## config.mk

```make
export PLATFORM = sky130hd
export DESIGN_NAME = mux4_rr_arbiter
export DESIGN_NICKNAME = d
export VERILOG_FILES = /design/src/rtl/mux4_rr_arbiter.sv
export SDC_FILE = /design/constraint.sdc
export NUM_CORES = 1
export LEC_CHECK = 0
export ABC_CLOCK_PERIOD_IN_PS = 3800
export BUFFER_PORTS_ARGS = -buffer_cell sky130_fd_sc_hd__buf_2
export CAP_MARGIN = 40
export CORE_MARGIN = 4
export CORE_UTILIZATION = 58
export CTS_CLUSTER_SIZE = 10
export DETAILED_ROUTE_END_ITERATION = 7
export PLACE_DENSITY = 0.86
export SYNTH_ARGS = -nofsm -noshare
export SYNTH_HDL_FRONTEND = slang
export SYNTH_SLANG_ARGS = --single-unit
```

## constraint.sdc

```tcl
create_clock -name clk -period 3.8 [get_ports clk]
set_input_delay 0.19 -clock clk [delete_from_list [all_inputs] [get_ports clk]]
set_output_delay 0.19 -clock clk [all_outputs]
set_load 0.01 [all_outputs]
```

## src/rtl/mux4_rr_arbiter.sv

```systemverilog
// Round-robin arbiter steering a shared 4:1 mux: registered one-hot grant, select and valid.
// Optional hold-limit rotation is built when ARB_TIMEOUT_EN is defined.
module mux4_rr_arbiter #(
  parameter int MAX_HOLD = 8,
  parameter int CW       = 8
) (
  input  logic       clk,
  input  logic       rst,
  input  logic [3:0] req,
  output logic [3:0] gnt,
  output logic [1:0] sel,
  output logic       valid
);

  localparam logic [0:0] IDLE  = 1'b0;
  localparam logic [0:0] GRANT = 1'b1;

  if (MAX_HOLD < 2 || MAX_HOLD > 255 || (2 ** CW) <= MAX_HOLD) begin : g_cfg_error
    $error("mux4_rr_arbiter: MAX_HOLD must be 2..255 and fit in CW bits");
  end

  logic [0:0] state;
  logic [1:0] last;
`ifdef ARB_TIMEOUT_EN
  logic [CW-1:0] cnt;
`endif

  // First set request in the order base+1, base+2, base+3, base.
  function automatic logic [1:0] pick(input logic [3:0] r, input logic [1:0] base);
    logic [1:0] idx;
    logic       found;
    pick  = base;
    found = 1'b0;
    for (int k = 1; k <= 4; k++) begin
      idx = base + 2'(k);
      if (!found && r[idx]) begin
        pick  = idx;
        found = 1'b1;
      end
    end
  endfunction

  logic [1:0] win_idle;
  logic [1:0] win_next;
  logic       owner_req;
  logic       others;

  // NOTE: every always_comb output gets a value on every path, so no latch is inferred.
  always_comb begin
    win_idle  = pick(req, last);
    // Masking the owner lets a forced rotation skip it; on release req[owner] is already 0.
    win_next  = pick(req & ~gnt, sel);
    owner_req = |(req & gnt);
    others    = |(req & ~gnt);
  end

  // NOTE: state registers use non-blocking assignments so all of them update together at the edge.
  always_ff @(posedge clk) begin
    if (rst) begin
      state <= IDLE;
      gnt   <= 4'b0000;
      sel   <= 2'b00;
      valid <= 1'b0;
      last  <= 2'b11;
`ifdef ARB_TIMEOUT_EN
      cnt   <= '0;
`endif
    end else begin
      case (state)
        IDLE: begin
          if (|req) begin
            state <= GRANT;
            gnt   <= 4'b0001 << win_idle;
            sel   <= win_idle;
            valid <= 1'b1;
`ifdef ARB_TIMEOUT_EN
            cnt   <= '0;
`endif
          end
        end
        default: begin
          if (!owner_req) begin
            last <= sel;
            if (others) begin
              gnt <= 4'b0001 << win_next;
              sel <= win_next;
`ifdef ARB_TIMEOUT_EN
              cnt <= '0;
`endif
            end else begin
              // sel keeps the old owner so the mux output stays stable while idle.
              state <= IDLE;
              gnt   <= 4'b0000;
              valid <= 1'b0;
            end
          end
`ifdef ARB_TIMEOUT_EN
          else if (cnt == CW'(MAX_HOLD - 1)) begin
            cnt <= '0;
            if (others) begin
              last <= sel;
              gnt  <= 4'b0001 << win_next;
              sel  <= win_next;
            end
          end else begin
            cnt <= cnt + 1'b1;
          end
`endif
        end
      endcase
    end
  end

endmodule

```

# After elaboration in Yosys (flattened, before gate mapping)
# Index checks and enable logic that the tools add are counted.
[totals]
latchBits = 0
mem_bits_rw = 0
romBits = 0
reg_bits = 10
memories = 0
elab_cells = 94
[classes]
mul = 0
n_eq_ne = 3
shift = 2
n_bitwise = 4
magnitude_cmp = 8
n_reduce_logical = 20
div_mod_pow = 0
muxes = 46
n_addsub = 6
[op_table]
columns = ["cell", "count"]
rows = [
  ["$lt A2 B3 Y1 const B", 8],
  ["$mux W2", 12],
  ["$mux W1", 22],
  ["$bmux W1 S2", 8],
  ["$mux W4", 4],
  ["$reduce_or A4 Y1", 3],
  ["$add A2 B2 Y2 const B", 4],
  ["$and A4 B4 Y4", 2],
  ["$shl A1 B2 Y4 const A", 2],
  ["$logic_and A1 B1 Y1", 6],
  ["$logic_not A1 Y1", 6],
  ["$reduce_and A3 Y1", 2],
  ["$add A2 B1 Y2 const B", 2],
  ["$ne A2 B2 Y1 const B", 2],
  ["$not A4 Y4", 1],
  ["$reduce_and A2 Y1", 2],
  ["$ne A2 B1 Y1 const B", 1],
  ["$reduce_bool A2 Y1", 1],
  ["$not A1 Y1", 1],
]

# Logic depth before layout (Yosys ltp)
[depth]
ltp_word = 18
ltp_mapped = 6
ltp_nobuf = 5

# Worst setup path before layout
# Ideal clock, no wire load.
[synth_path]
kind = "reg-to-reg"
start = "register gnt[2]"
end = "register sel[0]"
path_slack_ps = 2341
synth_period_minus_slack_ps = 1459
setup_time_ps = 95
stages_incl_launch_ff = 6
t_arrival_ps = 1364
path_cell_list = "dfxtp_1 > and2b_4 > o41ai_4 > a22oi_2 > nand3b_1 > o311ai_1"
[synth_between]
elab_chain_cells = 17
[synth_lines]
columns = ["element", "line_no", "rtl"]
rows = [
  ["from (decl)", "10", "output logic [3:0] gnt,"],
  ["from (signal assigned)", "73", "gnt <= 4'b0001 << win_idle;"],
  ["from (signal assigned)", "85", "gnt <= 4'b0001 << win_next;"],
  ["$not A4 Y4", "52, 54", ""],
  ["$and A4 B4 Y4", "52, 54", ""],
  ["$bmux W1 S2", "36", "if (!found && r[idx]) begin"],
  ["$mux W1 (not written as such)", "36", ""],
  ["$mux W1", "36", ""],
  ["$logic_not A1 Y1", "36", ""],
  ["$logic_and A1 B1 Y1", "36", ""],
  ["$mux W1", "36", ""],
  ["$logic_not A1 Y1", "36", ""],
  ["$logic_and A1 B1 Y1", "36", ""],
  ["$mux W1", "36", ""],
  ["$logic_not A1 Y1", "36", ""],
  ["$logic_and A1 B1 Y1", "36", ""],
  ["$mux W2", "36", ""],
  ["$mux W2", "84", "if (others) begin"],
  ["$mux W2", "82", "if (!owner_req) begin"],
  ["$mux W2", "69", "case (state)"],
  ["to (signal assigned)", "74", "sel <= win_idle;"],
  ["to (signal assigned)", "86", "sel <= win_next;"],
  ["to (decl)", "11", "output logic [1:0] sel,"],
]
# Several ways; a longest one is shown, not always the timed one. The select of a mux whose other input is x is not followed.
# A chain may end at the register's enable or synchronous reset.

# Final worst setup path
[layout_path]
start = "register gnt[1]"
end = "register gnt[2]"
[layout_between]
elab_chain_cells = 18
[layout_lines]
columns = ["element", "line_no"]
rows = [
  ["$not A4 Y4", "52, 54"],
  ["$and A4 B4 Y4", "52, 54"],
  ["$bmux W1 S2", "36"],
  ["$mux W1 (not written as such)", "36"],
  ["$mux W1", "36"],
  ["$logic_not A1 Y1", "36"],
  ["$logic_and A1 B1 Y1", "36"],
  ["$mux W1", "36"],
  ["[2 not listed]", "--"],
  ["$mux W1", "36"],
  ["$logic_not A1 Y1", "36"],
  ["$logic_and A1 B1 Y1", "36"],
  ["$mux W2", "36"],
  ["$shl A1 B2 Y4", "85"],
  ["$mux W4", "84"],
  ["$mux W4", "82"],
  ["$mux W4", "69"],
]
# Several ways; a longest one is shown, not always the timed one. The select of a mux whose other input is x is not followed.

==> impl_metrics.csv <==
group,metric,value,unit
yosys,yosysTopAreaCell,"dfxtp_1",
cells_and_area,layout-drive-gt1-share,0.3019,
clock_network,clock-root-buffer,"clkbuf_4",
clock_network,cts.reportedPaths.clkPinSlew,60,ps
placement,dp_slack,2183,ps
yosys,syn_inst,95,
worst_setup_path,critPathLaunchType,"flop",
grt,grt_usage,0.2303,
clock_network,worstSkewPairLatency,270,ps
drt,via_per_inst,6.636,
worst_setup_path,worstPathArrival,1820,ps
worst_setup_path,critPathCaptureType,"flop",
timing,hold_ws,232.7,ps
power_and_ir_drop,leakagePower,0.3763,nW
worst_setup_path,worstPathCellList,"a22oi_1, nand2_1, o21ai_1, nor2_1, a311oi_1",
worst_setup_path,worst_path_max_delay_cell,"o21ai_1",
drt,routedWlPerCell,17.27,µm
yosys,synth_top_cells_by_area,"dfxtp_1 24%, nor2_1 5.9%, nor2b_4 5.0%",
yosys,syn_nets,101,
yosys,yosys_register_bits,10,
drt,vias,803,
drt,drcViolationCount,0,
run_status,status,"completed",
yosys,syn_area_per_cell,8.679,µm²
clock_network,cts_setup_buffers,0,
timing,clock.fmax,608.9,MHz
power_and_ir_drop,max-vdd-ir-drop,0.2145,mV
timing,rsz0062_at_grt,"false",
worst_setup_path,worst-setup-path-type,"reg -> reg",
cells_and_area,areaGrowthSynthToFinish,9.712,%
drt,drtIter0Drc,37,
floorplanning,row_count,13,
timing,finalHoldViolCount,0,
worst_setup_path,cpPeakStageDelay,460,ps
grt,grt_util_met1,0.2931,
grt,grt_busiest_layer,"met2",
grt,grt_pass1_wl,3450,µm
grt,first_global_vias,750,
yosys,post_synth_instance_area,824.5,µm²
floorplanning,dieArea,2089,µm²
cells_and_area,n_antenna_cell,0,
drt,ant_nets,0,
cells_and_area,layout_commonest_cell,"nor2_1",
floorplanning,core,1318,µm²
placement,dp_hpwl,1566,µm
timing,slew_violations,0,
cells_and_area,final_cell_mix,"13 x nor2_1, 12 x buf_2, 10 x dfxtp_1",
floorplanning,fp.dieH,45.71,µm
worst_setup_path,cp.required,3980,ps
grt,antenna_found_initial,0,
clock_network,numClockSinks,10,
drt,drt_first_pass_iters,5,
grt,grt_use_met3,0.02767,
clock_network,cts.htree.levels,1,
cells_and_area,fin_nets,113,
worst_setup_path,path_delay_family,"compound AO/OA/AOI/OAI gates",
clock_network,cts_hold_buffers,0,
timing,slew-limit-headroom,0.6344,
timing,finalCriticalPeriod,1642,ps
yosys,yosysSeqAreaShare,0.2428,
yosys,synthArstFlopShare,0,
worst_setup_path,crit_buf_inv,0,
drt,finalWirelength,2090,µm
power_and_ir_drop,powerDensity,467.3,nW/µm²
clock_network,cts_tree,"built",
timing,finalSetupViolCount,0,
flow_run,max_cap_violations,0,
clock_network,cts_resized,0,
hold_path,hold_class,"in -> reg",
timing,timing.final.ws_setup,2158,ps
placement,port_buffers,12,
worst_setup_path,reg2reg_slack,2160,ps
grt,grt_max_degree,11,
worst_setup_path,crit_fanout,8,
yosys,netlist.area_leader.share,0.2428,
clock_network,numCtsBuffers,3,
clock_network,cts_max_path_buffers,2,
placement,gp_congestion,0.9552,
yosys,yosysWarnings,0,
grt,grt_overflow,0,
floorplanning,die_w,45.71,µm
yosys,yosysUniqueCellTypes,40,
yosys,dominantRegCellSynth,"dfxtp_1",
timing,period_share,0.4322,
grt,use_met2,0.3788,
floorplanning,pin_count,13,
timing,fin_tns_setup,0,ps
yosys,synth_edf_count,0,
timing,worst_slew_pin_slew,544.8,ps
timing,fin_worst_skew,2.018,ps
floorplanning,initial_core_util,0.6258,
==> synth_stat cells, types with 2 or more instances <==
library cell and n:
nand3b_1 3, a21oi_1 3, nand2b_1 5, o21ai_1 4, inv_1 4, nor2b_4 3
a211oi_1 3, dfxtp_1 10, a211oi_2 2, nand2_1 6, mux2i_1 3, a22oi_1 2
nor2_1 13, and2b_4 2, nor4_1 2, buf_6 2, a311oi_1 4, o22ai_1 2
==> through the flow <==
stage	instance area (µm²)	total power, W	utilization	std cells
3_3_place_gp	868.3	0.0003182	0.6591	117
2_1_floorplan	824.5	0.0002875	-	95
4_1_cts	904.6	0.0004221	0.6866	121
3_5_place_dp	868.3	0.0003247	0.6591	117
6_report	904.6	0.0004227	0.6866	121
5_1_grt	904.6	0.0004473	0.6866	121
==> worst paths after layout <==
| kind | startpoint | end | depth (start not counted) |
|---|---|---|---|
| worst max register to register | gnt[1] | gnt[2] | 5 |
| worst min register to register | valid | valid | 2 |
| worst max-delay path | gnt[1] | gnt[2] | 5 |
| worst min-delay path | rst | gnt[3] | 2 |
==> power by group <==
| group | switching, W | total (W) | internal [W] | leakage [nW] |
|---|---|---|---|---|
| combinational | 0.0000958 | 0.000175 | 0.0000788 | 0.272 |
| sequential | 0.0000295 | 0.000151 | 0.000122 | 0.0831 |
| clock | 0.0000386 | 0.0000969 | 0.0000583 | 0.0210 |
| total | 0.000164 | 0.000423 | 0.000259 | 0.376 |
==> cells by family (layout without fill, tap and decap cells) <==
kind of cell,after synthesis,in the layout,synth area share
AOI/OAI and AO/OA,29,29,0.3111
DFF,10,10,0.2428
buffers and inverters,9,20,0.06068
muxes,3,3,0.03642
and+or+nand+nor,44,44,0.3490
==> worst register-to-register path, cell delays in order, from the launching register on <==
cell and delay, ps:
dfxtp_1 380, a22oi_1 240, nand2_1 120, o21ai_1 460, nor2_1 100, a311oi_1 250
==> registers in the layout, indices dropped and copies added (netlist names) <==
name / cells
gnt: 4
last: 2
sel: 2
state: 1
valid: 1
==> metal layers <==
metal	up-vias	share of wire
li1	377	-
met5	-	0
met2	34	0.48
met3	6	0.058
met1	386	0.44
met4	0	0.021
==> final cells by class <==
type                       instances  area [µm²]
multi-input combinational         76       574.3
sequential                        10       200.2
tap                               15       18.77
timing repair buffer              12       60.06
fill                             107       412.9
clock buffer                       4       36.28
inverter                           4       15.01
Power figures use the tool's default switching activity.
